[config.mk]
export PLATFORM = sky130hd
export DESIGN_NAME = udt_conn_ctrl
export DESIGN_NICKNAME = d
export VERILOG_FILES = /design/src/rtl/udt_conn_ctrl.sv
export SDC_FILE = /design/constraint.sdc
export NUM_CORES = 1
export LEC_CHECK = 0
export CAP_MARGIN = 20
export CORE_UTILIZATION = 54
export CTS_CLUSTER_SIZE = 25
export DETAILED_ROUTE_END_ITERATION = 8
export GPL_TIMING_DRIVEN = 0
export PLACE_DENSITY = 0.93
export SLEW_MARGIN = 20
export SYNTH_ARGS = -nofsm -noshare
export SYNTH_HDL_FRONTEND = slang
export SYNTH_SLANG_ARGS = --single-unit
[constraint.sdc]
create_clock -name ctrl_s_axi_aclk -period 11.9 [get_ports ctrl_s_axi_aclk]
set_input_delay 2.38 -clock ctrl_s_axi_aclk [delete_from_list [all_inputs] [get_ports ctrl_s_axi_aclk]]
set_output_delay 2.38 -clock ctrl_s_axi_aclk [all_outputs]
set_load 0.02 [all_outputs]
[src/rtl/udt_conn_ctrl.sv]
// UDT connection lifecycle controller.
// Sequences handshake/shutdown packet requests with a retry timer, tracks the
// peer's answers and reports every udt_state change on a latest-wins channel.
module udt_conn_ctrl #(
    parameter int unsigned RETRY_CYCLES = 50_000,
    parameter int unsigned MAX_RETRY    = 8,
    parameter logic [31:0] INIT_STATE   = 32'h0000_0000,
    parameter logic [31:0] CONNECTING   = 32'h0000_0001,
    parameter logic [31:0] CONNECTED    = 32'h0000_0010,
    parameter logic [31:0] CLOSING      = 32'h0000_0100,
    parameter logic [31:0] CLOSED       = 32'h0000_1000
) (
    input  logic        ctrl_s_axi_aclk,
    input  logic        ctrl_s_axi_areset,
    input  logic        Req_Connect,
    input  logic        Req_Close,
    output logic        Res_Connect,
    output logic        Res_Close,
    output logic [1:0]  err_code,
    input  logic [31:0] INIT_SEQ,
    output logic        hs_tx_valid,
    input  logic        hs_tx_ready,
    output logic        hs_tx_type,
    output logic [31:0] hs_tx_seq,
    input  logic        hs_rx_valid,
    input  logic        hs_rx_type,
    output logic        hs_rx_ready,
    output logic [31:0] udt_state,
    output logic        state_valid,
    input  logic        state_ready
);

    localparam logic [1:0] ERR_OK  = 2'd0;
    localparam logic [1:0] ERR_TMO = 2'd1;
    localparam logic [1:0] ERR_ILL = 2'd2;

    typedef enum logic [2:0] {
        S_IDLE, S_CLOSED, S_SEND_HS, S_WAIT_HS, S_CONNECTED, S_SEND_SHUT, S_WAIT_SHUT
    } state_t;

    state_t      state, nxt;
    logic        conn_blk, close_blk;
    logic [7:0]  retry;
    logic [31:0] timer;

    logic        conn_req, close_req, rx_hs, rx_sh, timeout, retry_left;
    logic        go_conn, go_shut, tx_acc, fire_conn, fire_close, upd;
    logic [1:0]  err_nxt;
    logic [31:0] code_nxt;

    // A request that already got its answer stays masked until it drops.
    assign conn_req   = Req_Connect && !conn_blk;
    assign close_req  = Req_Close && !close_blk;
    assign rx_hs      = hs_rx_valid && !hs_rx_type;
    assign rx_sh      = hs_rx_valid && hs_rx_type;
    assign timeout    = (timer == 32'(RETRY_CYCLES - 1));
    assign retry_left = (retry < 8'(MAX_RETRY));

    // State register.
    always_ff @(posedge ctrl_s_axi_aclk or posedge ctrl_s_axi_areset) begin
        if (ctrl_s_axi_areset) state <= S_IDLE;
        else                   state <= nxt;
    end

    // Next state plus the per-cycle events that drive the datapath.
    always_comb begin
        nxt        = state;
        go_conn    = 1'b0;
        go_shut    = 1'b0;
        tx_acc     = 1'b0;
        fire_conn  = 1'b0;
        fire_close = 1'b0;
        upd        = 1'b0;
        err_nxt    = ERR_OK;
        code_nxt   = udt_state;
        case (state)
            S_IDLE, S_CLOSED: begin
                if (close_req) begin
                    fire_close = 1'b1;
                    err_nxt    = ERR_ILL;
                end else if (conn_req) begin
                    go_conn  = 1'b1;
                    nxt      = S_SEND_HS;
                    upd      = 1'b1;
                    code_nxt = CONNECTING;
                end
            end
            S_SEND_HS: begin
                if (hs_tx_ready) begin
                    tx_acc = 1'b1;
                    nxt    = S_WAIT_HS;
                end
            end
            S_WAIT_HS: begin
                if (rx_hs) begin
                    nxt       = S_CONNECTED;
                    upd       = 1'b1;
                    code_nxt  = CONNECTED;
                    fire_conn = 1'b1;
                end else if (timeout) begin
                    if (retry_left) begin
                        nxt = S_SEND_HS;
                    end else begin
                        nxt       = S_CLOSED;
                        upd       = 1'b1;
                        code_nxt  = CLOSED;
                        fire_conn = 1'b1;
                        err_nxt   = ERR_TMO;
                    end
                end
            end
            S_CONNECTED: begin
                if (close_req) begin
                    go_shut  = 1'b1;
                    nxt      = S_SEND_SHUT;
                    upd      = 1'b1;
                    code_nxt = CLOSING;
                end else if (conn_req) begin
                    fire_conn = 1'b1;
                    err_nxt   = ERR_ILL;
                end else if (rx_sh) begin
                    nxt      = S_CLOSED;
                    upd      = 1'b1;
                    code_nxt = CLOSED;
                end
            end
            S_SEND_SHUT: begin
                if (hs_tx_ready) begin
                    tx_acc = 1'b1;
                    nxt    = S_WAIT_SHUT;
                end
            end
            S_WAIT_SHUT: begin
                if (rx_sh) begin
                    nxt        = S_CLOSED;
                    upd        = 1'b1;
                    code_nxt   = CLOSED;
                    fire_close = 1'b1;
                end else if (timeout) begin
                    if (retry_left) begin
                        nxt = S_SEND_SHUT;
                    end else begin
                        nxt        = S_CLOSED;
                        upd        = 1'b1;
                        code_nxt   = CLOSED;
                        fire_close = 1'b1;
                        err_nxt    = ERR_TMO;
                    end
                end
            end
            default: nxt = S_IDLE;
        endcase
    end

    // Packet and rx handshake outputs decoded from the state alone.
    always_comb begin
        hs_tx_valid = (state == S_SEND_HS) || (state == S_SEND_SHUT);
        hs_tx_type  = (state == S_SEND_SHUT);
        hs_rx_ready = (state == S_WAIT_HS) || (state == S_CONNECTED) || (state == S_WAIT_SHUT);
    end

    // Counters, captured sequence, response pulses and state report.
    always_ff @(posedge ctrl_s_axi_aclk or posedge ctrl_s_axi_areset) begin
        if (ctrl_s_axi_areset) begin
            retry       <= '0;
            timer       <= '0;
            hs_tx_seq   <= '0;
            Res_Connect <= 1'b0;
            Res_Close   <= 1'b0;
            err_code    <= ERR_OK;
            udt_state   <= INIT_STATE;
            state_valid <= 1'b0;
        end else begin
            if (go_conn) hs_tx_seq <= INIT_SEQ;
            if (go_conn || go_shut) begin
                retry <= '0;
            end else if (tx_acc) begin
                retry <= retry + 8'd1;
            end
            if (tx_acc) begin
                timer <= '0;
            end else if (state == S_WAIT_HS || state == S_WAIT_SHUT) begin
                timer <= timer + 32'd1;
            end
            Res_Connect <= fire_conn;
            Res_Close   <= fire_close;
            if (fire_conn || fire_close) err_code <= err_nxt;
            if (upd) udt_state <= code_nxt;
            // A fresh change always wins over a same-cycle consume.
            if (upd)              state_valid <= 1'b1;
            else if (state_ready) state_valid <= 1'b0;
        end
    end

    // Request masking: set when a response is issued, cleared once the request drops.
    always_ff @(posedge ctrl_s_axi_aclk or posedge ctrl_s_axi_areset) begin
        if (ctrl_s_axi_areset) begin
            conn_blk  <= 1'b0;
            close_blk <= 1'b0;
        end else begin
            if (!Req_Connect)   conn_blk  <= 1'b0;
            else if (fire_conn) conn_blk  <= 1'b1;
            if (!Req_Close)      close_blk <= 1'b0;
            else if (fire_close) close_blk <= 1'b1;
        end
    end

endmodule

Word-level counts from Yosys, hierarchy flattened
Index checks and enable logic that the tools add are counted.
W data, S select, Z words.

word-level totals
  RAM bits = 0
  input bits = 40
  output and inout port bits = 72
  bits in registers = 114
  latch bits = 0
  memories kept = 0
  bits in read-only memories = 0
  logic and storage cells = 112

cells by class
  magnitude comparators = 1
  shifts and indexed selects = 0
  reductions and logical operators = 22
  div/mod/pow operators = 0
  equal/unequal tests = 17
  add/sub/neg operators = 2
  bitwise gates (word level) = 0
  multiplexer cells = 59
  multiply operators = 0

operators by type and width
  operator                 number
  $mux W32                 11
  $pmux W32 S4             1
  $mux W3                  12
  $add A32 B1 Y32 const B  1
  $eq A32 B16 Y1 const B   1
  $mux W1                  24
  $pmux W3 S6              1
  $mux W8                  2
  $ne A3 B3 Y1 const B     4
  $eq A3 B3 Y1 const B     3
  $add A8 B1 Y8 const B    1
  $lt A8 B4 Y1 const B     1
  $mux W2                  4
  $ne A2 B2 Y1 const B     4
  $pmux W2 S4              1
  $reduce_and A8 Y1        1
  $eq A3 B2 Y1 const B     2
  $logic_or A1 B1 Y1       6
  $reduce_and A6 Y1        1
  $reduce_bool A2 Y1       3
  $logic_and A1 B1 Y1      4
  $ne A2 B1 Y1 const B     2
  $pmux W1 S2              2
  $pmux W1 S4              1
  5 further kinds          8

Logic depth before layout (Yosys ltp)
  depth in word-level cells = 7
  gate-level depth with buffers = 8
  depth with buffers taken out = 7

Worst setup path after synthesis
OpenSTA, ideal clock, no wires.

  path type = input to register
  from = in Req_Connect
  to = reg udt_state[0]
  path slack = 8,211 ps
  setup time = 119 ps
  stages on the path = 6
  arrival = 3,570 ps
  buffers on the path = 1
  required time = 11,781 ps
  path through = nor2b_1 nand3_1 and4_1 clkbuf_1 and2_4 a21bo_1

on the way
  cells in the longest elaborated chain, start to end = 5
  elaborated cells between the ends (all ways) = 9
  those cells by class = 2 x eq/ne; 5 x mux; 2 x reduce/logical

RTL lines
  item                                  RTL line  RTL
  start: declaration                    15        input logic Req_Connect,
  $logic_and A1 B1 Y1 *                 52        assign conn_req = Req_Connect && !conn_blk;
  $mux W1, on equally long branches     118, 81
  $mux W1                               113       if (close_req) begin
  $pmux W1 S4                           76        case (state)
  $reduce_and A6 Y1 (no source line) *  n/a
  end signal: assignment                188       if (upd) udt_state <= code_nxt;
  end: declaration                      28        output logic [31:0] udt_state,

Every way passes the cells marked *; elsewhere a longest branch is shown, timed or not.
A chain may end at the register's enable or synchronous reset.

Worst setup path in the final report
  from = reg state[2]
  to = out hs_tx_valid

on the way
  cells in the longest elaborated chain, start to end = 2
  elaborated cells between the ends (all ways) = 3
  those cells by class = 2 x eq/ne; 1 x reduce/logical

RTL lines
  item                                          RTL line  RTL
  start: declaration                            41        state_t state, nxt;
  start signal: assignment                      62        else state <= nxt;
  $eq A3 B2 Y1 or $eq A3 B3 Y1 (tied branches)  157       hs_tx_valid = (state == S_SEND_HS) || (state == S_SEND_SHUT);
  $logic_or A1 B1 Y1 *                          157
  end: declaration                              21        output logic hs_tx_valid,

Marked as above.

==> summary.md <==
| Metric | Value |
|---|---|
| Synthesized net count | approximately 490 |
| Port Buf Inserts | 111 |
| Largest fanout on the critical path | 10 |
| Sequential area share after synthesis | 0.571 |
| Row cnt | 34 |
| Initial core utilization | 0.565 |
| DP HPWL | around 8500 um |
| Crit path cell chain | buf_2 -> nor2b_1 -> mux2_2 -> clkdlybuf4s50_1 |
| Cell area after layout | around 0.007 mm2 |
| Fin crit share | 0.397 |
| Synth top area cells | dfrtp_1 57%, mux2_2 7.7%, and3_1 3.8%, nor2_1 3.3%, xor2_1 3.2% |
| Most common cell in the netlist | dfrtp_1 |
| Main flop type after synthesis | dfrtp_1 |
| CTS H-tree depth | 4 |
| Slew Viols, Final | 0 |
| FILL cells | 510 |
| Max_cap viols | 0 |
| Startpoint Class | flip-flop |
| Area of the multi-input gates | approximately 0.0021 mm2 |
| Setup TNS | 0 ns |
| Area leader, netlist | dfrtp_1 |
| Layout area overhead | 36.0% |
| Synth Instances | 449 |
| Library cells used by synthesis | 53 |
| Total Wirelength | 13,400 um |
| Layout cells sized above 1 | 0.137 |
| GRT Util Overall | 0.296 |
| RSZ-0062 raised after global routing | no |
| Final hold viol count | 0 |
| DR vias | between 4k and 5k |
| Post-synth ARST share | 1.00 |
| Post-DR vias/cell | roughly 6 |
| GR Overflow Total | 0 |
| CTS clk-pin slew, worst paths | ~0.050 ns |
| Core area | around 0.0088 mm2 |
| Critical path type | flip-flop to output port |
| CTS Buf Count | 17 |
| Synth Register Bits | between 100 and 150 |
| # diodes | 0 |
| Maximum vdd drop | 0.177 mV |
| 1st-pass router iterations | 9 |
| Die height | 98.2 um |
| Die width | approximately 98 um |
| WHS | just under 0.5 ns |
| Die Footprint | between 0.009 and 0.01 mm2 |
| Seq. cell area | 0.00285 mm2 |
| CP Data Arrival Time | about 2.3 ns |
| WP data required | 9.52 ns |
| Clk sinks | approximately 110 |
| Vias in the first global route | approximately 4.4k |
| Top Ports | 112 |
| Synth cell count leaders | 114 x dfrtp_1, 44 x nor2_1, 37 x nand2_1, 34 x mux2_2, 30 x and3_1 |
| Buf+Inv Stages, Crit Path | 2 |
| # DRC | 4 |
| Post-CTS resize count | 0 |
| Post-Synthesis Cell Area | about 0.005 mm2 |
| Yosys warnings | 0 |
| Number of flops mapped to enable cells by yosys | 0 |
| Top-area cell type share of the netlist area | 0.571 |
| Mean Syn Cell Area | 11.1 um2 |
| Slowest CP cell | clkdlybuf4s50_1 |
| Failing checks | design-rule violations |
| Clk_lat worst skew | between 0.5 and 0.6 ns |
| CTS max path bufs | 2 |
| DRT iter0 DRCs | just over 500 |
| Nets | just over 600 |
| Normalized max-slew margin | 0.537 |
| Setup Viol. Count Final | 0 |
| CTS tree | done |
| Leakage power | between 3 and 4 nW |
| CP max stage delay | 0.62 ns |
| Power Dens Cells | roughly 220 mW/mm2 |
| Initial antenna violation count | 0 |
| Critical path's top delay family | buffers and inverters |
| DRT antenna net count | 0 |
| Worst-Margin Slew | roughly 0.69 ns |
| WL per Instance | roughly 19 um |
| First-pass GRT wire length | roughly 22,000 um |
| Largest net degree at the start of global routing | 59 |
| Run status | finished, violations left |
| Post-CTS Setup Bufs | 0 |
| Skew final | just over 0.009 ns |
| Post-DP Area | roughly 0.0063 mm2 |
| CTS Hold Buffers Added | 0 |
| Worst min-delay path class | flip-flop to flip-flop |
| Min Tclk post-route | 4.72 ns |
| CTS Root Cell | clkbuf_8 |
| Placer congestion estimate | between 0.9 and 1 |
| Crit. End Element | output port |
| Peak Freq | between 200 and 250 MHz |
-- per-layer routing --
metal,global-route usage,wire (um),up-vias
met5,0,0,-
met4,0.121,489,0
met3,0.0845,1240,54
met2,0.521,6870,287
met1,0.339,4750,2070
li1,-,-,1834
-- worst paths after layout --
path | start | endpoint | slack (ns) | depth (start not counted)
setup / recovery | state[2]$_DFFE_PP0P_ | hs_tx_valid | 7.18 | 4
hold / removal | udt_state[4]$_DFFE_PP0P_ | udt_state[4]$_DFFE_PP0P_ | 0.49 | 1
setup reg to reg | timer[7]$_DFFE_PP0P_ | err_code[1]$_DFFE_PP0P_ | 9.34 | 6
hold reg to reg | udt_state[4]$_DFFE_PP0P_ | udt_state[4]$_DFFE_PP0P_ | 0.49 | 1
max in group asynchronous | ctrl_s_axi_areset | udt_state[29]$_DFFE_PP0P_ | 8.93 | 3
min in group asynchronous | ctrl_s_axi_areset | timer[20]$_DFFE_PP0P_ | 2.30 | 2
-- stage by stage --
| stage | power, mW | cells | util | setup WS (ns) |
|---|---|---|---|---|
| after floorplan | 0.810 | 449 | - | 6.50 |
| after global placement | 1.01 | 668 | 0.706 | 5.04 |
| after detailed placement | 1.04 | 669 | 0.709 | 7.34 |
| after CTS | 1.49 | 699 | 0.768 | 7.21 |
| after global routing | 1.55 | 699 | 0.768 | 7.09 |
| final | 1.49 | 699 | 0.768 | 7.18 |
-- sequential cells by signal, summed over array words and instances (netlist names) --
register / count
udt_state: 32
err_code: 2
timer: 32
close_blk: 1
Res_Close: 1
hs_tx_seq: 32
Res_Connect: 1
conn_blk: 1
retry: 8
state: 3
state_valid: 1
-- power breakdown --
group / switching, mW / internal (mW) / leakage, nW / total (mW)
sequential: 0.0502 / 0.469 / 1.52 / 0.519
combinational: 0.292 / 0.240 / 1.30 / 0.532
clock: 0.173 / 0.268 / 0.251 / 0.441
-- cell families after synthesis --
kind of cell / share of synthesized area
compound gates: 0.0648
xor+xnor: 0.0543
fa+ha+maj: 0.00501
buf+inv: 0.0190
flops: 0.571
mux: 0.0766
simple gates: 0.210
-- cells in the final DEF (no fill, tap or decap), types with 6 or more instances in the layout --
cell type and n:
o21ai_0 15, or3_1 8, and3_1 30, nand4_1 11, nor2b_1 7, clkbuf_1 14, xor2_1 18, dfrtp_1 114
xnor2_1 13, inv_1 6, mux2_2 34, clkbuf_16 16, nor2_1 44, nand3_1 20, clkdlybuf4s50_1 111, a21oi_1 10
nand2_1 37
-- layout make-up --
cell class / instances / area share
Clock inverter: 9 / 0.00884
Inverter: 7 / 0.00460
Multi-Input combinational cell: 311 / 0.302
Clock buffer: 21 / 0.0676
Sequential cell: 114 / 0.420
Tap cell: 108 / 0.0199
Timing Repair Buffer: 112 / 0.168
Buffer: 17 / 0.0101
Note: power is estimated with default switching activity, not from simulation.
